$ cat src/rtl/pipeline_ctrl_pkg.sv
// Shared types and constants for the pipeline stall/flush control slice.
package pipeline_ctrl_pkg;

    localparam int unsigned REG_ADDR_W = 5;

    typedef enum logic [1:0] {
        ST_RUN       = 2'd0,
        ST_DMEM_WAIT = 2'd1,
        ST_FAULT     = 2'd2
    } state_t;

endpackage

$ cat src/rtl/hazard_detection_unit.sv
// Load-use hazard detector: the load in EX writes a register that the ID instruction reads.
import pipeline_ctrl_pkg::*;

module hazard_detection_unit (
    input  logic                  ID_EX_Memread,
    input  logic [REG_ADDR_W-1:0] ID_EX_Rd,
    input  logic [REG_ADDR_W-1:0] IF_ID_Rs1,
    input  logic [REG_ADDR_W-1:0] IF_ID_Rs2,
    output logic                  load_use
);

    // x0 is hardwired to zero, so a load that targets it never creates a dependency.
    assign load_use = ID_EX_Memread && (ID_EX_Rd != '0) &&
                      ((ID_EX_Rd == IF_ID_Rs1) || (ID_EX_Rd == IF_ID_Rs2));

endmodule

$ cat src/rtl/sat_counter.sv
// Saturating up-counter with synchronous clear; holds at all-ones.
module sat_counter #(
    parameter int unsigned W = 32
) (
    input  logic         clk,
    input  logic         clr,
    input  logic         inc,
    output logic [W-1:0] count
);

    logic [W-1:0] count_q, count_d;

    always_comb begin
        count_d = count_q;
        if (clr) begin
            count_d = '0;
        end else if (inc && (count_q != '1)) begin
            count_d = count_q + W'(1);
        end
    end

    always_ff @(posedge clk) begin
        count_q <= count_d;
    end

    assign count = count_q;

endmodule

$ cat src/rtl/pipeline_stall_controller.sv
// Central stall/flush sequencer: merges load-use, taken-branch and dmem-wait conditions into
// per-stage enables, with a dmem watchdog and saturating stall/flush counters.
import pipeline_ctrl_pkg::*;

module pipeline_stall_controller #(
    parameter int unsigned CNT_W        = 32,
    parameter int unsigned DMEM_TIMEOUT = 64
) (
    input  logic                  clk,
    input  logic                  rst,
    input  logic                  ID_EX_Memread,
    input  logic [REG_ADDR_W-1:0] ID_EX_Rd,
    input  logic [REG_ADDR_W-1:0] IF_ID_Rs1,
    input  logic [REG_ADDR_W-1:0] IF_ID_Rs2,
    input  logic                  EX_Branch_Taken,
    input  logic                  EX_MEM_MemAccess,
    input  logic                  dmem_ready,
    output logic                  PC_Write,
    output logic                  IF_ID_Write,
    output logic                  IF_ID_Flush,
    output logic                  control_unit_select,
    output logic                  ID_EX_Write,
    output logic                  EX_MEM_Write,
    output logic                  MEM_WB_Bubble,
    output logic                  fault,
    output logic [CNT_W-1:0]      stall_cycles,
    output logic [CNT_W-1:0]      flush_count
);

    localparam int unsigned WAIT_W = $clog2(DMEM_TIMEOUT + 1);

    state_t            state_q, state_d;
    logic [WAIT_W-1:0] wait_q, wait_d;
    logic [WAIT_W-1:0] wait_inc;
    logic              load_use;
    logic              in_fault;
    logic              mem_stall;
    logic              branch_win;
    logic              stall_inc;

    hazard_detection_unit u_hdu (
        .ID_EX_Memread (ID_EX_Memread),
        .ID_EX_Rd      (ID_EX_Rd),
        .IF_ID_Rs1     (IF_ID_Rs1),
        .IF_ID_Rs2     (IF_ID_Rs2),
        .load_use      (load_use)
    );

    assign in_fault  = (state_q == ST_FAULT);
    assign mem_stall = ((state_q == ST_RUN) && EX_MEM_MemAccess && !dmem_ready) ||
                       ((state_q == ST_DMEM_WAIT) && !dmem_ready);
    assign wait_inc  = wait_q + WAIT_W'(1);

    // The timeout is judged on the incremented value so a release in the limit cycle still wins.
    always_comb begin
        state_d = state_q;
        wait_d  = wait_q;
        case (state_q)
            ST_RUN: begin
                if (EX_MEM_MemAccess && !dmem_ready) begin
                    state_d = ST_DMEM_WAIT;
                    wait_d  = '0;
                end
            end
            ST_DMEM_WAIT: begin
                if (dmem_ready) begin
                    state_d = ST_RUN;
                end else begin
                    wait_d = wait_inc;
                    if (wait_inc == WAIT_W'(DMEM_TIMEOUT)) begin
                        state_d = ST_FAULT;
                    end
                end
            end
            ST_FAULT: state_d = ST_FAULT;
            default:  state_d = ST_RUN;
        endcase
    end

    always_ff @(posedge clk) begin
        if (rst) begin
            state_q <= ST_RUN;
            wait_q  <= '0;
        end else begin
            state_q <= state_d;
            wait_q  <= wait_d;
        end
    end

    always_comb begin
        PC_Write            = 1'b1;
        IF_ID_Write         = 1'b1;
        IF_ID_Flush         = 1'b0;
        control_unit_select = 1'b0;
        ID_EX_Write         = 1'b1;
        EX_MEM_Write        = 1'b1;
        MEM_WB_Bubble       = 1'b0;
        branch_win          = 1'b0;
        if (rst || in_fault) begin
            PC_Write            = 1'b0;
            IF_ID_Write         = 1'b0;
            IF_ID_Flush         = 1'b1;
            control_unit_select = 1'b1;
            ID_EX_Write         = 1'b0;
            EX_MEM_Write        = 1'b0;
            MEM_WB_Bubble       = 1'b1;
        end else if (mem_stall) begin
            PC_Write      = 1'b0;
            IF_ID_Write   = 1'b0;
            ID_EX_Write   = 1'b0;
            EX_MEM_Write  = 1'b0;
            MEM_WB_Bubble = 1'b1;
        end else if (EX_Branch_Taken) begin
            IF_ID_Flush         = 1'b1;
            control_unit_select = 1'b1;
            branch_win          = 1'b1;
        end else if (load_use) begin
            PC_Write            = 1'b0;
            IF_ID_Write         = 1'b0;
            control_unit_select = 1'b1;
        end
    end

    assign stall_inc = !rst && !in_fault && !PC_Write;
    assign fault     = in_fault;

    sat_counter #(.W(CNT_W)) u_stall_cnt (
        .clk   (clk),
        .clr   (rst),
        .inc   (stall_inc),
        .count (stall_cycles)
    );

    sat_counter #(.W(CNT_W)) u_flush_cnt (
        .clk   (clk),
        .clr   (rst),
        .inc   (branch_win),
        .count (flush_count)
    );

endmodule

$ cat config.mk
export PLATFORM = sky130hd
export DESIGN_NAME = pipeline_stall_controller
export DESIGN_NICKNAME = d
export VERILOG_FILES = /design/src/rtl/pipeline_ctrl_pkg.sv /design/src/rtl/hazard_detection_unit.sv /design/src/rtl/sat_counter.sv /design/src/rtl/pipeline_stall_controller.sv
export SDC_FILE = /design/constraint.sdc
export NUM_CORES = 1
export LEC_CHECK = 0
export ABC_CLOCK_PERIOD_IN_PS = 5300
export BUFFER_PORTS_ARGS = -buffer_cell sky130_fd_sc_hd__buf_4
export CAP_MARGIN = 20
export CORE_ASPECT_RATIO = 0.8
export CORE_MARGIN = 2
export CORE_UTILIZATION = 29
export DETAILED_ROUTE_END_ITERATION = 6
export PLACE_DENSITY = 0.45
export SLEW_MARGIN = 20
export SYNTH_ARGS = -nofsm -noshare
export SYNTH_HDL_FRONTEND = slang
export SYNTH_SLANG_ARGS = --single-unit
$ cat constraint.sdc
create_clock -name clk -period 5.3 [get_ports clk]
set_input_delay 0 -clock clk [delete_from_list [all_inputs] [get_ports clk]]
set_output_delay 0 -clock clk [all_outputs]
set_load 0.03 [all_outputs]
==> reports/metrics.yaml, run 1 <==
status: "finished, final reports clean"
synth.top_cells.by_area: "sky130_fd_sc_hd__dfxtp_1 36%, sky130_fd_sc_hd__nor2_1 6.0%, sky130_fd_sc_hd__xnor2_1 4.4%"
multi_input_area_um2: 2410
power.combinational.fraction_pct: 7.3
synth_enable_flop_cells: 0
synth-async-reset-ratio_pct: 0
period_needed_ns: 2.70
via_per_inst: 5.06
worstRegToRegCells: 6
global_route_wire_length_before_repair_mm: 17.9
setup_clock_skew_after_layout_ns: 0.00881
timing.final.crit_share_pct: 51.0
fmax_mhz: 370
hp-class: "input port to register"
drt_iter0_markers: 189
post-cts-setup-buffer-count: 0
final_layout_size_suffix_gt1_share_pct: 25.4
timing.critical_path.required_ns: 5.52
critical_path.reg2reg.startpoint: "state_q[1]"
share_of_the_yosys_chip_area_belonging_to_registers_pct: 36.4
final_common_cell: "sky130_fd_sc_hd__buf_4"
netlist-cell-type-count: 57
core-area_um2: 13600
setup_viol: 0
worst_ir_drop_vdd_mv: 0.147
final_total_pwr_mw: 1.21
wl_per_cell_um: 15.0
post_cts_resize_count: 0
route.detailed.drc: 0
p_leak_nw: 1.91
end_kind: "register"
p_int_uw: 921
diode_count: 0
clkSinkCount: 73
share_seq_of_total_power_pct: 45.7
io_buffers: 92
cts_tree: "done"
dpl.hpwl_mm: 7.79
yosysWarnings: 0
timing.critical_path.arrival_ns: 2.92
drv_slew: 0
globalplace.congestion: 0.817
ff_latch_area_um2: 1460
synth_top_flop_cell: "sky130_fd_sc_hd__dfxtp_1"
design_area_um2: 5110
detailed_place.area_um2: 4840
die_w_um: 136
chipHeight_um: 109
avgSynthCellArea_um2: 8.47
timing_worst_setup_path_type: "register to register"
finalWorstSetupSlack_ns: 2.60
hold_start: "dmem_ready"
n_fill_cell: 1402
area_growth_pct: 27.4
grt_use_total_pct: 15.3
h-tree-depth: 3
synth_top_cell_by_area: "sky130_fd_sc_hd__dfxtp_1"
finalNetCount: 581
drtAntennaViolNets: 0
rows: 38
rsz0062_at_grt: "no"
synth_nets: 498
synth_area_um2: 4010
finish.utilization_pct: 37.7
grt_pass1_vias: 3511
number_of_antenna_violations_at_the_first_check_in_global_routing: 0
holdBufCountCts: 0
slowest_delay_ns: 0.52
synth.ff_latch_count: 73
element_type_at_the_critical_path_start: "register"
crit_path_cell_trace: "nor2_1 -> nand2_2 -> o21a_1 -> buf_4 -> nor4_1 -> mux2_2"
path_clk_slew_ns: 0.05
worstMarginPinSlew_ns: 1.01
ctsLongestPathBuffers: 2
drt-total-wl_mm: 11.2
total_switching_power_uw: 294
power.switching_fraction_pct: 24.2
mostFrequentLayoutCells: "96 x sky130_fd_sc_hd__buf_4, 73 x sky130_fd_sc_hd__dfxtp_1, 64 x sky130_fd_sc_hd__nor2_1, 31 x sky130_fd_sc_hd__nand2_1, 27 x sky130_fd_sc_hd__nand3_1"
ff2ff_setup_slack_ns: 2.60
critical_path.startpoint: "state_q[1]"
synth_top_cell_area_share_pct: 36.4
powerDensity_nw_per_um2: 238
worst_case_setup_slack_after_placement_ns: 2.59
pwr-share-clk_pct: 47.0
drt_first_pass_iters: 4
io_pins: 93
worstHoldPathCells: 4
postSynthCellCount: 474
worst_skew_pair.late_latency_ns: 0.33
detailroute.via_count: 3751
worst_path_max_delay_cell: "sky130_fd_sc_hd__o21a_1"
setup_tns_ns: 0
floorplan.die_area_um2: 14800
max_fanout_on_critical_path: 33
globalRoute.totalOverflow: 0
tritoncts.num_buffers: 9
hold_violations: 0
initial_core_util_pct: 29.6
maxSlewHeadroom_pct: 32.4
clock-root-buffer: "sky130_fd_sc_hd__clkbuf_16"
grt_max_degree: 81
max-cap-violations: 0
final timing paths:
| kind | endpoint |
|---|---|
| max | u_stall_cnt.count[6] |
| min | wait_q[6] |
| max reg2reg | u_stall_cnt.count[6] |
| min reg2reg | wait_q[6] |
logic make-up after synthesis:
kind of cell,Yosys count,synth area share (%)
buffers and inverters,29,3.65
XOR/XNOR,38,8.29
AO/OA/AOI/OAI,69,11.7
AND/OR/NAND/NOR,249,35.5
flip-flops,73,36.4
multiplexers,13,3.55
adder cells (fa/ha/maj),3,0.936
stage by stage:
| stage | hold slack (ns) | std cells |
|---|---|---|
| finish | 0.131 | 742 |
| global route | 0.188 | 742 |
| CTS | 0.122 | 742 |
| detailed placement | 0.412 | 726 |
| global placement | 0.401 | 726 |
| floorplan | 0.210 | 474 |
synth_stat cells, types with 8 or more instances:
cell,count
sky130_fd_sc_hd__a21oi_1,24
sky130_fd_sc_hd__and3_1,13
sky130_fd_sc_hd__and4_1,10
sky130_fd_sc_hd__buf_4,8
sky130_fd_sc_hd__clkbuf_1,9
sky130_fd_sc_hd__dfxtp_1,73
sky130_fd_sc_hd__mux2_2,10
sky130_fd_sc_hd__nand2_1,31
sky130_fd_sc_hd__nand3_1,27
sky130_fd_sc_hd__nand4_1,18
sky130_fd_sc_hd__nor2_1,64
sky130_fd_sc_hd__nor2b_1,10
sky130_fd_sc_hd__nor3_1,15
sky130_fd_sc_hd__o21ai_0,8
sky130_fd_sc_hd__o31ai_1,15
sky130_fd_sc_hd__or4_1,17
sky130_fd_sc_hd__xnor2_1,20
sky130_fd_sc_hd__xor2_1,18
cell type report:
class	count	share of cell area [%]
Timing Repair Buffer	96	14.1
Tap cell	180	4.41
Clock buffer	13	5.09
Clock inverter	3	0.294
Sequential cell	73	28.6
Multi-Input combinational cell	372	47.2
Inverter	5	0.367
sequential cells by signal, summed over array words and instances (netlist names):
| signal | flops |
|---|---|
| u_flush_cnt.count | 32 |
| u_stall_cnt.count | 32 |
| wait_q | 7 |
| state_q | 2 |
worst max-delay path, delay by kind of cell, from the launching register on:
kind	cells	cell delay, ns
simple gates	3	1.00
compound gates	1	0.52
buf+inv	1	0.38
mux	1	0.36
flops	1	0.32
per-layer routing:
metal / GRT usage [%] / routed length (um) / share of wire (%) / up-vias
met5: 0 / 0 / 0 / -
met2: 23.1 / 4730 / 42 / 78
li1: - / - / - / 1915
met1: 21.6 / 5870 / 53 / 1754
met3: 3.72 / 510 / 4.6 / 4
met4: 4.54 / 53 / 0.47 / 0
power by group through the flow:
stage	registers [mW]	logic [mW]	clock network, mW
3_5_place_dp	0.567	0.0897	0
3_3_place_gp	0.567	0.0886	0
6_report	0.555	0.0892	0.571
4_1_cts	0.555	0.0902	0.594
5_1_grt	0.555	0.0980	0.612
2_1_floorplan	0.569	0.0546	0
(Power assumes the default switching activity.)
==> inputs of run 2 (changes only) <==
ABC_CLOCK_PERIOD_IN_PS = 2340   (was 5300)
PLACE_DENSITY = 0.47   (was 0.45)
clock period = 2.34 ns   (was 5.3 ns; I/O delays follow)
==> run 2 against run 1 <==
Compared with the run above: final cell count rose by 2.7%; non-clock buffer count is 21 higher; worst setup slack got worse by 2.5 ns; highest routed layer unchanged; sequential power increased by 130%; global-route usage grew 0.12 points; total power rose by 150%; critical path depth unchanged; sequential cell count is the same.
==> reports/metrics.yaml, run 2 (same netlist as run 1, synthesis figures left out) <==
status: "finished, final reports clean"
crit_path_cell_trace: "nand4_1 -> nor3_2 -> nand2_2 -> or3_4 -> nor3b_1 -> mux2_2"
total_switching_power_uw: 661  # +130%
tritoncts.num_buffers: 9  # unchanged
hp-class: "input port to register"
global_route_wire_length_before_repair_mm: 18.1  # +1.2%
drt_first_pass_iters: 4  # unchanged
area_growth_pct: 33.5
wl_per_cell_um: 14.7  # -2.0%
core-area_um2: 13600  # unchanged
number_of_antenna_violations_at_the_first_check_in_global_routing: 0  # unchanged
maxSlewHeadroom_pct: 63.0  # +31 points
timing_worst_setup_path_type: "register to register"
grt_pass1_vias: 3467  # -1.3%
route.detailed.drc: 0  # unchanged
timing.critical_path.required_ns: 2.56  # -2.96 ns
worst_ir_drop_vdd_mv: 0.318  # +120%
setup_clock_skew_after_layout_ns: 0.00882  # +0.0000124 ns
p_leak_nw: 2.04  # +7.2%
slowest_delay_ns: 0.43  # -0.09 ns
holdBufCountCts: 0  # unchanged
worst_skew_pair.late_latency_ns: 0.33  # about the same
element_type_at_the_critical_path_start: "register"
globalplace.congestion: 0.788  # -3.6%
clkSinkCount: 73  # unchanged
hold_violations: 0  # unchanged
timing.final.crit_share_pct: 93.9  # +43 points
timing.critical_path.arrival_ns: 2.41  # -0.51 ns
h-tree-depth: 3  # unchanged
mostFrequentLayoutCells: "115 x sky130_fd_sc_hd__buf_4, 71 x sky130_fd_sc_hd__dfxtp_1, 64 x sky130_fd_sc_hd__nor2_1, 31 x sky130_fd_sc_hd__nand2_1, 27 x sky130_fd_sc_hd__nand3_1"
finalNetCount: 602  # +3.6%
design_area_um2: 5360  # +4.7%
worst_case_setup_slack_after_placement_ns: 0.165  # -2.42 ns
final_common_cell: "sky130_fd_sc_hd__buf_4"
worstMarginPinSlew_ns: 0.556  # -0.459 ns
pwr-share-clk_pct: 50.9  # +3.9 points
post-cts-setup-buffer-count: 0  # unchanged
via_per_inst: 5.05  # -0.13%
power.switching_fraction_pct: 22.0  # -2.2 points
diode_count: 0  # unchanged
detailed_place.area_um2: 5020  # +3.8%
drt-total-wl_mm: 11.2  # +0.60%
ctsLongestPathBuffers: 2  # unchanged
globalRoute.totalOverflow: 0  # unchanged
drv_slew: 0  # unchanged
path_clk_slew_ns: 0.06  # about the same
final_layout_size_suffix_gt1_share_pct: 28.7  # +3.2 points
cts_tree: "done"
critical-path-top-delay-family: "simple AND/OR/NAND/NOR gates"
initial_core_util_pct: 29.6  # unchanged
clock-root-buffer: "sky130_fd_sc_hd__clkbuf_16"
grt_use_total_pct: 15.4  # +0.12 points
end_kind: "register"
cp_num_buf_inv: 0  # -1
max_fanout_on_critical_path: 7  # -79%
post_cts_resize_count: 0  # unchanged
period_needed_ns: 2.20  # -0.507 ns
die_w_um: 136  # unchanged
drtAntennaViolNets: 0  # unchanged
finish.utilization_pct: 39.5  # +1.8 points
floorplan.die_area_um2: 14800  # unchanged
io_pins: 93  # unchanged
worst_path_max_delay_cell: "sky130_fd_sc_hd__dfxtp_1"
drt_iter0_markers: 235  # +24%
max-cap-violations: 0  # unchanged
rows: 38  # unchanged
p_int_mw: 2.34  # +150%
detailroute.via_count: 3847  # +2.6%
powerDensity_nw_per_um2: 561  # +140%
setup_viol: 0  # unchanged
share_seq_of_total_power_pct: 41.7  # -4.0 points
rsz0062_at_grt: "no"
grt_max_degree: 54  # -33%
setup_tns_ns: 0  # unchanged
fmax_mhz: 455  # +23%
power.combinational.fraction_pct: 7.4  # about the same
io_buffers: 92  # unchanged
finalWorstSetupSlack_ns: 0.144  # -2.45 ns
dpl.hpwl_mm: 8.08  # +3.8%
chipHeight_um: 109  # unchanged
## run 2: cell type report
type,instances,area [um2]
clock buffer,13,270
clock inverter,2,60.1
fill,1376,8200
inverter,5,18.8
multi-input combinational,372,2410
sequential,73,1460
tap,180,225
timing repair buffer,117,903
## run 2: through the flow
step / instances / total power [mW] / hold slack [ns]
2_1_floorplan: 474 / 1.41 / 0.210
3_3_place_gp: 747 / 1.50 / 0.369
3_5_place_dp: 747 / 1.50 / 0.370
4_1_cts: 762 / 3.06 / 0.0427
5_1_grt: 762 / 3.13 / 0.0618
6_report: 762 / 3.00 / 0.0525
## run 2: per-layer routing
metal | wire length, um | track usage [%] | vias up
met5 | 0 | 0 | -
met4 | 145 | 4.61 | 0
met3 | 639 | 4.04 | 13
met2 | 4660 | 22.2 | 91
met1 | 5780 | 22.4 | 1784
li1 | - | - | 1959
## run 2: power groups by stage
stage	logic, mW	clock network (mW)	registers [mW]
detailed placement	0.222	0	1.28
CTS	0.223	1.58	1.25
floorplan	0.124	0	1.29
global route	0.243	1.63	1.25
finish	0.221	1.53	1.25
global placement	0.221	0	1.28
## run 2: final timing paths
path | from | end | slack (ns) | depth (start not counted)
hold / removal | rst | wait_q[1] | 0.05 | 2
setup reg to reg | u_stall_cnt.count[13] | u_stall_cnt.count[28] | 0.14 | 6
hold reg to reg | wait_q[6] | wait_q[6] | 0.49 | 1
setup / recovery | u_stall_cnt.count[13] | u_stall_cnt.count[28] | 0.14 | 6
